`src/rtl/time_set_ctrl_if.sv`:
```
`default_nettype none
// ============================================================
// time_set_ctrl_if : button inputs and time/display outputs
// Rev 1.0
// ============================================================
interface time_set_ctrl_if;
   logic       btn_mode;
   logic       btn_inc;
   logic [3:0] hr_tens;
   logic [3:0] hr_ones;
   logic [3:0] min_tens;
   logic [3:0] min_ones;
   logic [5:0] sec;
   logic [1:0] mode;
   logic [3:0] blank_mask;

   modport master (
      output btn_mode,
      output btn_inc,
      input  hr_tens,
      input  hr_ones,
      input  min_tens,
      input  min_ones,
      input  sec,
      input  mode,
      input  blank_mask
   );

   modport slave (
      input  btn_mode,
      input  btn_inc,
      output hr_tens,
      output hr_ones,
      output min_tens,
      output min_ones,
      output sec,
      output mode,
      output blank_mask
   );
endinterface
`default_nettype wire

```
`src/rtl/time_set_ctrl.sv`:
```
`default_nettype none
// ============================================================
// time_set_ctrl : HH:MM:SS clock with button-driven set mode
// Rev 1.0
// ============================================================
module time_set_ctrl #(
   parameter int TICK_DIV   = 100000000,
   parameter int REPEAT_DIV = 25000000,
   parameter int BLINK_DIV  = 50000000
) (
   input  logic           CLK100MHZ,
   input  logic           CPU_RESETN,
   time_set_ctrl_if.slave bus
);
   localparam int TICK_W  = (TICK_DIV   > 1) ? $clog2(TICK_DIV)   : 1;
   localparam int REP_W   = (REPEAT_DIV > 1) ? $clog2(REPEAT_DIV) : 1;
   localparam int BLINK_W = (BLINK_DIV  > 1) ? $clog2(BLINK_DIV)  : 1;

   typedef enum logic [1:0] {
      RUN     = 2'd0,
      SET_HR  = 2'd1,
      SET_MIN = 2'd2
   } state_t;

   state_t state;
   state_t state_nxt;

   logic               mode_prev;
   logic               inc_prev;
   logic               mode_edge;
   logic               inc_edge;
   logic               set_state;
   logic               tick;
   logic               rpt_fire;
   logic               inc_pulse;

   logic [TICK_W-1:0]  presc;
   logic [REP_W-1:0]   rpt_cnt;
   logic               rpt_active;
   logic [BLINK_W-1:0] blink_cnt;
   logic               blink_phase;

   logic [3:0]         hr10;
   logic [3:0]         hr1;
   logic [3:0]         mn10;
   logic [3:0]         mn1;
   logic [5:0]         sec_cnt;
   logic [3:0]         hr10_nxt;
   logic [3:0]         hr1_nxt;
   logic [3:0]         mn10_nxt;
   logic [3:0]         mn1_nxt;
   logic [5:0]         sec_nxt;
   logic               min_inc;
   logic               min_wrap;
   logic               hr_inc;
   logic [3:0]         blank;

   assign mode_edge = bus.btn_mode & ~mode_prev;
   assign inc_edge  = bus.btn_inc  & ~inc_prev;
   assign set_state = (state != RUN);
   assign tick      = (state == RUN) && (presc == TICK_W'(TICK_DIV - 1));
   assign rpt_fire  = rpt_active & bus.btn_inc & (rpt_cnt == REP_W'(REPEAT_DIV - 1));
   // A coincident mode edge always swallows the increment.
   assign inc_pulse = set_state & ~mode_edge & (inc_edge | rpt_fire);

   always_ff @(posedge CLK100MHZ or negedge CPU_RESETN) begin
      if (!CPU_RESETN) begin
         mode_prev <= 1'b0;
         inc_prev  <= 1'b0;
      end else begin
         mode_prev <= bus.btn_mode;
         inc_prev  <= bus.btn_inc;
      end
   end

   always_ff @(posedge CLK100MHZ or negedge CPU_RESETN) begin
      if (!CPU_RESETN) begin
         state <= RUN;
      end else begin
         state <= state_nxt;
      end
   end

   always_comb begin
      state_nxt = state;
      if (mode_edge) begin
         case (state)
            RUN:     state_nxt = SET_HR;
            SET_HR:  state_nxt = SET_MIN;
            default: state_nxt = RUN;
         endcase
      end
   end

   // Leaving SET_MIN restarts the second so the first tick is a full period away.
   always_ff @(posedge CLK100MHZ or negedge CPU_RESETN) begin
      if (!CPU_RESETN) begin
         presc <= '0;
      end else if ((state == SET_MIN) && mode_edge) begin
         presc <= '0;
      end else if (state == RUN) begin
         presc <= tick ? '0 : presc + 1'b1;
      end
   end

   always_ff @(posedge CLK100MHZ or negedge CPU_RESETN) begin
      if (!CPU_RESETN) begin
         rpt_active <= 1'b0;
         rpt_cnt    <= '0;
      end else if (mode_edge || !bus.btn_inc || !set_state) begin
         rpt_active <= 1'b0;
         rpt_cnt    <= '0;
      end else if (inc_edge) begin
         rpt_active <= 1'b1;
         rpt_cnt    <= '0;
      end else if (rpt_active) begin
         rpt_cnt <= rpt_fire ? '0 : rpt_cnt + 1'b1;
      end
   end

   always_ff @(posedge CLK100MHZ or negedge CPU_RESETN) begin
      if (!CPU_RESETN) begin
         blink_cnt   <= '0;
         blink_phase <= 1'b0;
      end else if (mode_edge || inc_pulse || !set_state) begin
         blink_cnt   <= '0;
         blink_phase <= 1'b0;
      end else if (blink_cnt == BLINK_W'(BLINK_DIV - 1)) begin
         blink_cnt   <= '0;
         blink_phase <= ~blink_phase;
      end else begin
         blink_cnt <= blink_cnt + 1'b1;
      end
   end

   always_comb begin
      hr10_nxt = hr10;
      hr1_nxt  = hr1;
      mn10_nxt = mn10;
      mn1_nxt  = mn1;
      sec_nxt  = sec_cnt;
      min_inc  = 1'b0;
      min_wrap = 1'b0;
      hr_inc   = 1'b0;

      case (state)
         RUN: begin
            if (tick) begin
               if (sec_cnt >= 6'd59) begin
                  sec_nxt = 6'd0;
                  min_inc = 1'b1;
               end else begin
                  sec_nxt = sec_cnt + 6'd1;
               end
            end
         end
         SET_HR: begin
            hr_inc = inc_pulse;
         end
         SET_MIN: begin
            min_inc = inc_pulse;
            if (mode_edge) begin
               sec_nxt = 6'd0;
            end
         end
         default: ;
      endcase

      if (min_inc) begin
         if (mn1 >= 4'd9) begin
            mn1_nxt = 4'd0;
            if (mn10 >= 4'd5) begin
               mn10_nxt = 4'd0;
               min_wrap = 1'b1;
            end else begin
               mn10_nxt = mn10 + 4'd1;
            end
         end else begin
            mn1_nxt = mn1 + 4'd1;
         end
      end

      // Minute roll-over only carries into hours while the clock is running.
      if (hr_inc || (min_wrap && (state == RUN))) begin
         if ((hr10 >= 4'd2) && (hr1 >= 4'd3)) begin
            hr10_nxt = 4'd0;
            hr1_nxt  = 4'd0;
         end else if (hr1 >= 4'd9) begin
            hr1_nxt  = 4'd0;
            hr10_nxt = hr10 + 4'd1;
         end else begin
            hr1_nxt = hr1 + 4'd1;
         end
      end
   end

   always_ff @(posedge CLK100MHZ or negedge CPU_RESETN) begin
      if (!CPU_RESETN) begin
         hr10    <= 4'd0;
         hr1     <= 4'd0;
         mn10    <= 4'd0;
         mn1     <= 4'd0;
         sec_cnt <= 6'd0;
      end else begin
         hr10    <= hr10_nxt;
         hr1     <= hr1_nxt;
         mn10    <= mn10_nxt;
         mn1     <= mn1_nxt;
         sec_cnt <= sec_nxt;
      end
   end

   always_comb begin
      blank = 4'b0000;
      if (blink_phase) begin
         case (state)
            SET_HR:  blank = 4'b1100;
            SET_MIN: blank = 4'b0011;
            default: blank = 4'b0000;
         endcase
      end
   end

   assign bus.hr_tens    = hr10;
   assign bus.hr_ones    = hr1;
   assign bus.min_tens   = mn10;
   assign bus.min_ones   = mn1;
   assign bus.sec        = sec_cnt;
   assign bus.mode       = state;
   assign bus.blank_mask = blank;
endmodule
`default_nettype wire

```
`src/flat_wrapper.sv`:
```
// flat-port wrapper written by rule: the top's interface ports become plain ports
module time_set_ctrl_flat 
#(
   parameter int TICK_DIV   = 100000000,
   parameter int REPEAT_DIV = 25000000,
   parameter int BLINK_DIV  = 50000000
)
  (CLK100MHZ, CPU_RESETN, bus_btn_mode, bus_btn_inc, bus_hr_tens, bus_hr_ones, bus_min_tens, bus_min_ones, bus_sec, bus_mode, bus_blank_mask);
  time_set_ctrl_if bus_i ();
  input  logic CLK100MHZ;
  input  logic CPU_RESETN;
  input wire logic [$bits(bus_i.btn_mode)-1:0] bus_btn_mode;
  input wire logic [$bits(bus_i.btn_inc)-1:0] bus_btn_inc;
  output wire logic [$bits(bus_i.hr_tens)-1:0] bus_hr_tens;
  output wire logic [$bits(bus_i.hr_ones)-1:0] bus_hr_ones;
  output wire logic [$bits(bus_i.min_tens)-1:0] bus_min_tens;
  output wire logic [$bits(bus_i.min_ones)-1:0] bus_min_ones;
  output wire logic [$bits(bus_i.sec)-1:0] bus_sec;
  output wire logic [$bits(bus_i.mode)-1:0] bus_mode;
  output wire logic [$bits(bus_i.blank_mask)-1:0] bus_blank_mask;
  assign bus_i.btn_mode = bus_btn_mode;
  assign bus_i.btn_inc = bus_btn_inc;
  assign bus_hr_tens = bus_i.hr_tens;
  assign bus_hr_ones = bus_i.hr_ones;
  assign bus_min_tens = bus_i.min_tens;
  assign bus_min_ones = bus_i.min_ones;
  assign bus_sec = bus_i.sec;
  assign bus_mode = bus_i.mode;
  assign bus_blank_mask = bus_i.blank_mask;
  time_set_ctrl #(.TICK_DIV(TICK_DIV), .REPEAT_DIV(REPEAT_DIV), .BLINK_DIV(BLINK_DIV)) u_core (.CLK100MHZ(CLK100MHZ), .CPU_RESETN(CPU_RESETN), .bus(bus_i));
endmodule
```
`config.mk`:
```
export PLATFORM = sky130hd
export DESIGN_NAME = time_set_ctrl_flat
export DESIGN_NICKNAME = d
export VERILOG_FILES = /design/src/rtl/time_set_ctrl_if.sv /design/src/rtl/time_set_ctrl.sv /design/src/flat_wrapper.sv
export SDC_FILE = /design/constraint.sdc
export NUM_CORES = 1
export LEC_CHECK = 0
export CORE_MARGIN = 2
export CORE_UTILIZATION = 62
export CTS_CLUSTER_SIZE = 12
export DETAILED_ROUTE_END_ITERATION = 8
export PLACE_DENSITY = 0.89
export SLEW_MARGIN = 20
export SYNTH_ARGS = -nofsm -noshare
export SYNTH_HDL_FRONTEND = slang
export SYNTH_SLANG_ARGS = --single-unit
```
`constraint.sdc`:
```
create_clock -name CLK100MHZ -period 4.15 [get_ports CLK100MHZ]
set_input_delay 0.83 -clock CLK100MHZ [delete_from_list [all_inputs] [get_ports CLK100MHZ]]
set_output_delay 0.83 -clock CLK100MHZ [all_outputs]
set_load 0.01 [all_outputs]
```
==> flow_summary.yaml <==
global_routing:
  gr-total-overflow: 0
  grt_pass1_vias: 4308
  grt_start_max_net_pins: 107
  antenna_found_initial: 0
  grt_pass1_wl_mm: 19.79
  track_usage_pct: 24.80
clock_network:
  cts_made_buffers: 9
  path_clk_slew_ns: 0.10
  post_cts_buffers: 0
  hold_buffers: 0
  clockBufferDepth: 2
  cts_resized: 0
  cts_tree: "built"
  clk_latency_ns: 0.36
  numClockSinks: 106
  h-tree-depth: 3
  clockRootBuffer: "clkbuf_8"
finish:
  syn_to_final_growth_pct: 11.30
  drive_gt1_share_pct: 5.511
  final_cells: 725
  diodes: 0
  nets: 631
  fill_cells: 633
die:
  ioPinCount: 32
  dieWidth_um: 98.59
  core_mm2: 0.008678
  start_util_pct: 63.91
  die_area_mm2: 0.009719
  die_y_um: 98.59
  row_count: 34
status:
  outcome: "finished clean"
worst_setup_path:
  max_stage_delay_ns: 0.55
  worst-path-buf-inv: 1
  crit_slowest_cell: "dfrtp_1"
  end_kind: "primary output"
  crit_path_max_fanout: 10
  arrival_ns: 2.13
  cp_top_family: "simple AND/OR/NAND/NOR gates"
  crit_path_cell_trace: "nor2b_1 -> and2_1 -> clkdlybuf4s50_1"
  crit_path_start_kind: "register"
  worst-setup-path-type: "register to primary output"
  worstPathRequired_ns: 3.32
timing:
  max-slew-margin-rel_pct: 51.89
  period_share_pct: 71.27
  clock_skew_ns: 0.007418
  worst_pin_slew_ns: 0.7161
  rsz0062_at_grt: "false"
  drv_slew: 0
  setup_ws_ns: 1.192
  fmax_ghz: 0.3381
  setup_viol: 0
  hold_viol: 0
  fin_crit_ns: 2.958
  finalSetupTns_ns: 0
synthesis:
  syn_area_mm2: 0.005547
  async_flop_share_pct: 100.0
  synth.avg_cell_area_um2: 9.530
  yosysSeqAreaShare_pct: 47.82
  yosys_warnings: 0
  netlist_instances: 582
  ys_seq_elements: 106
  synthDistinctLibCells: 61
  synthesis.nets: 601
  ys.flop_type: "dfrtp_1"
  synth_edf_count: 0
route:
  drtIter0Drc: 209
  drt_pass1_iterations: 5
  postRouteAntennaNets: 0
  wire_per_inst_um: 15.91
  routed_wl_mm: 11.53
  via_per_inst: 6.014
  drc: 0
  vias: 4360
placed_design:
  globalplace.congestion: 0.8500
  io_buffers: 31
  dpl.cell_count: 709
  hpwl_mm: 8.064
  dp_slack_ns: 1.031
power_and_ir_drop:
  p_per_area_mw_per_mm2: 411.2
  p_leak_nw: 2.718
  p_total_mw: 2.539
  ir_drop_uv: 391.2
worst_hold_path:
  min_path_type: "input pin to async pin"
job:
  cap_violations: 0
[registers in the layout, indices dropped and copies added, names as in the netlist]
name / flops
u_core.mode_prev: 1
u_core.bus.hr_tens: 4
u_core.rpt_cnt: 25
u_core.presc: 27
u_core.bus.mode: 2
u_core.bus.hr_ones: 4
u_core.rpt_active: 1
u_core.bus.sec: 6
u_core.blink_phase: 1
u_core.blink_cnt: 26
u_core.bus.min_ones: 4
u_core.bus.min_tens: 4
u_core.inc_prev: 1
[kinds of logic after synthesis]
logic type | share of synthesized area, %
AOI/OAI and AO/OA | 8.211
xor gates and xnor gates | 9.790
adders and majority gates | 3.384
buffers and inverters | 2.616
DFF | 47.82
muxes | 1.399
and+or+nand+nor | 26.78
[per-stage QoR]
step           hold slack [ns]  instance area, µm²  utilization, %
2_1_floorplan           0.4426                5547               -
3_5_place_dp            0.4779                5947           68.53
4_1_cts                 0.4903                6173           71.14
3_3_place_gp            0.4655                5947           68.53
6_report                0.4937                6173           71.14
5_1_grt                 0.5494                6173           71.14
[power breakdown]
part / total [mW] / leakage, nW / switching, mW / internal, mW
Combinational: 0.586 / 1.17 / 0.327 / 0.259
Clock: 0.707 / 0.109 / 0.350 / 0.357
Sequential: 1.25 / 1.44 / 0.127 / 1.12
[synth_stat cells (3+ instances only)]
library cell,number,area (µm²)
or3_1,9,56.30
nand3b_1,3,22.52
a31oi_1,4,25.02
nor2_1,93,349.1
inv_1,18,67.56
xnor2_1,19,166.4
a21oi_1,9,45.04
or2_2,4,25.02
o21ai_0,27,135.1
nand2_1,48,180.2
mux2i_1,4,40.04
nor3b_1,4,30.03
dfrtp_1,106,2653
buf_4,3,22.52
a21o_1,3,22.52
nand2b_1,6,37.54
ha_1,15,187.7
clkbuf_1,4,15.01
nand3_1,37,185.2
buf_2,7,35.03
nand4_1,17,106.4
and3_1,19,118.9
and2_1,5,31.28
xor2_1,43,376.6
nand4b_1,3,26.28
nor2b_1,6,37.54
nor4_1,9,56.30
a22o_1,4,35.03
and4_1,12,105.1
nor3_1,5,25.02
[cell usage in the layout, fill, tap and decap left out, types with 15 or more instances in the layout]
| cell | instances |
|---|---|
| nor2_1 | 93 |
| dfrtp_1 | 106 |
| clkdlybuf4s50_1 | 30 |
| nand4_1 | 17 |
| nand2_1 | 48 |
| o21ai_0 | 27 |
| ha_1 | 15 |
| xor2_1 | 43 |
| xnor2_1 | 19 |
| and3_1 | 19 |
| inv_1 | 18 |
| nand3_1 | 37 |
[worst register-to-register path, cell delays in order (launching register included)]
cell,delay [ns]
dfrtp_1,0.41
ha_1,0.24
nor4bb_1,0.22
nand4_1,0.23
nor4_1,0.32
o21ba_1,0.30
or3_1,0.39
a22o_1,0.23
[metal layers]
layer | track usage (%) | routed length [µm] | vias to the layer above
met2 | 42.60 | 6025 | 104
met1 | 31.91 | 4909 | 2164
met5 | 0 | 0 | -
met3 | 6.170 | 546 | 4
met4 | 5.901 | 53 | 0
li1 | - | - | 2088
[worst paths after layout]
kind,start,to,slack (ns),depth (start not counted)
min,CPU_RESETN,u_core.presc[10],0.49,2
max in group asynchronous,CPU_RESETN,u_core.rpt_cnt[4],3.21,2
max,u_core.bus.mode[1],bus_blank_mask[1],1.19,3
max reg2reg,u_core.presc[0],u_core.bus.hr_tens[2],1.71,7
min in group CLK100MHZ,u_core.rpt_cnt[24],u_core.rpt_cnt[24],0.49,1
min reg2reg,u_core.rpt_cnt[24],u_core.rpt_cnt[24],0.49,1
[area by class of cell]
| class | count | area (µm²) | area share [%] |
|---|---|---|---|
| clock buffers | 10 | 137.6 | 2.229 |
| clock inverters | 6 | 88.84 | 1.439 |
| inverters | 18 | 67.56 | 1.094 |
| multi-input cells | 443 | 2749 | 44.53 |
| flip-flops and latches | 106 | 2653 | 42.97 |
| well taps | 108 | 135.1 | 2.189 |
| repair buffers | 34 | 342.8 | 5.553 |
No activity file was read; power rests on OpenSTA's default activity.
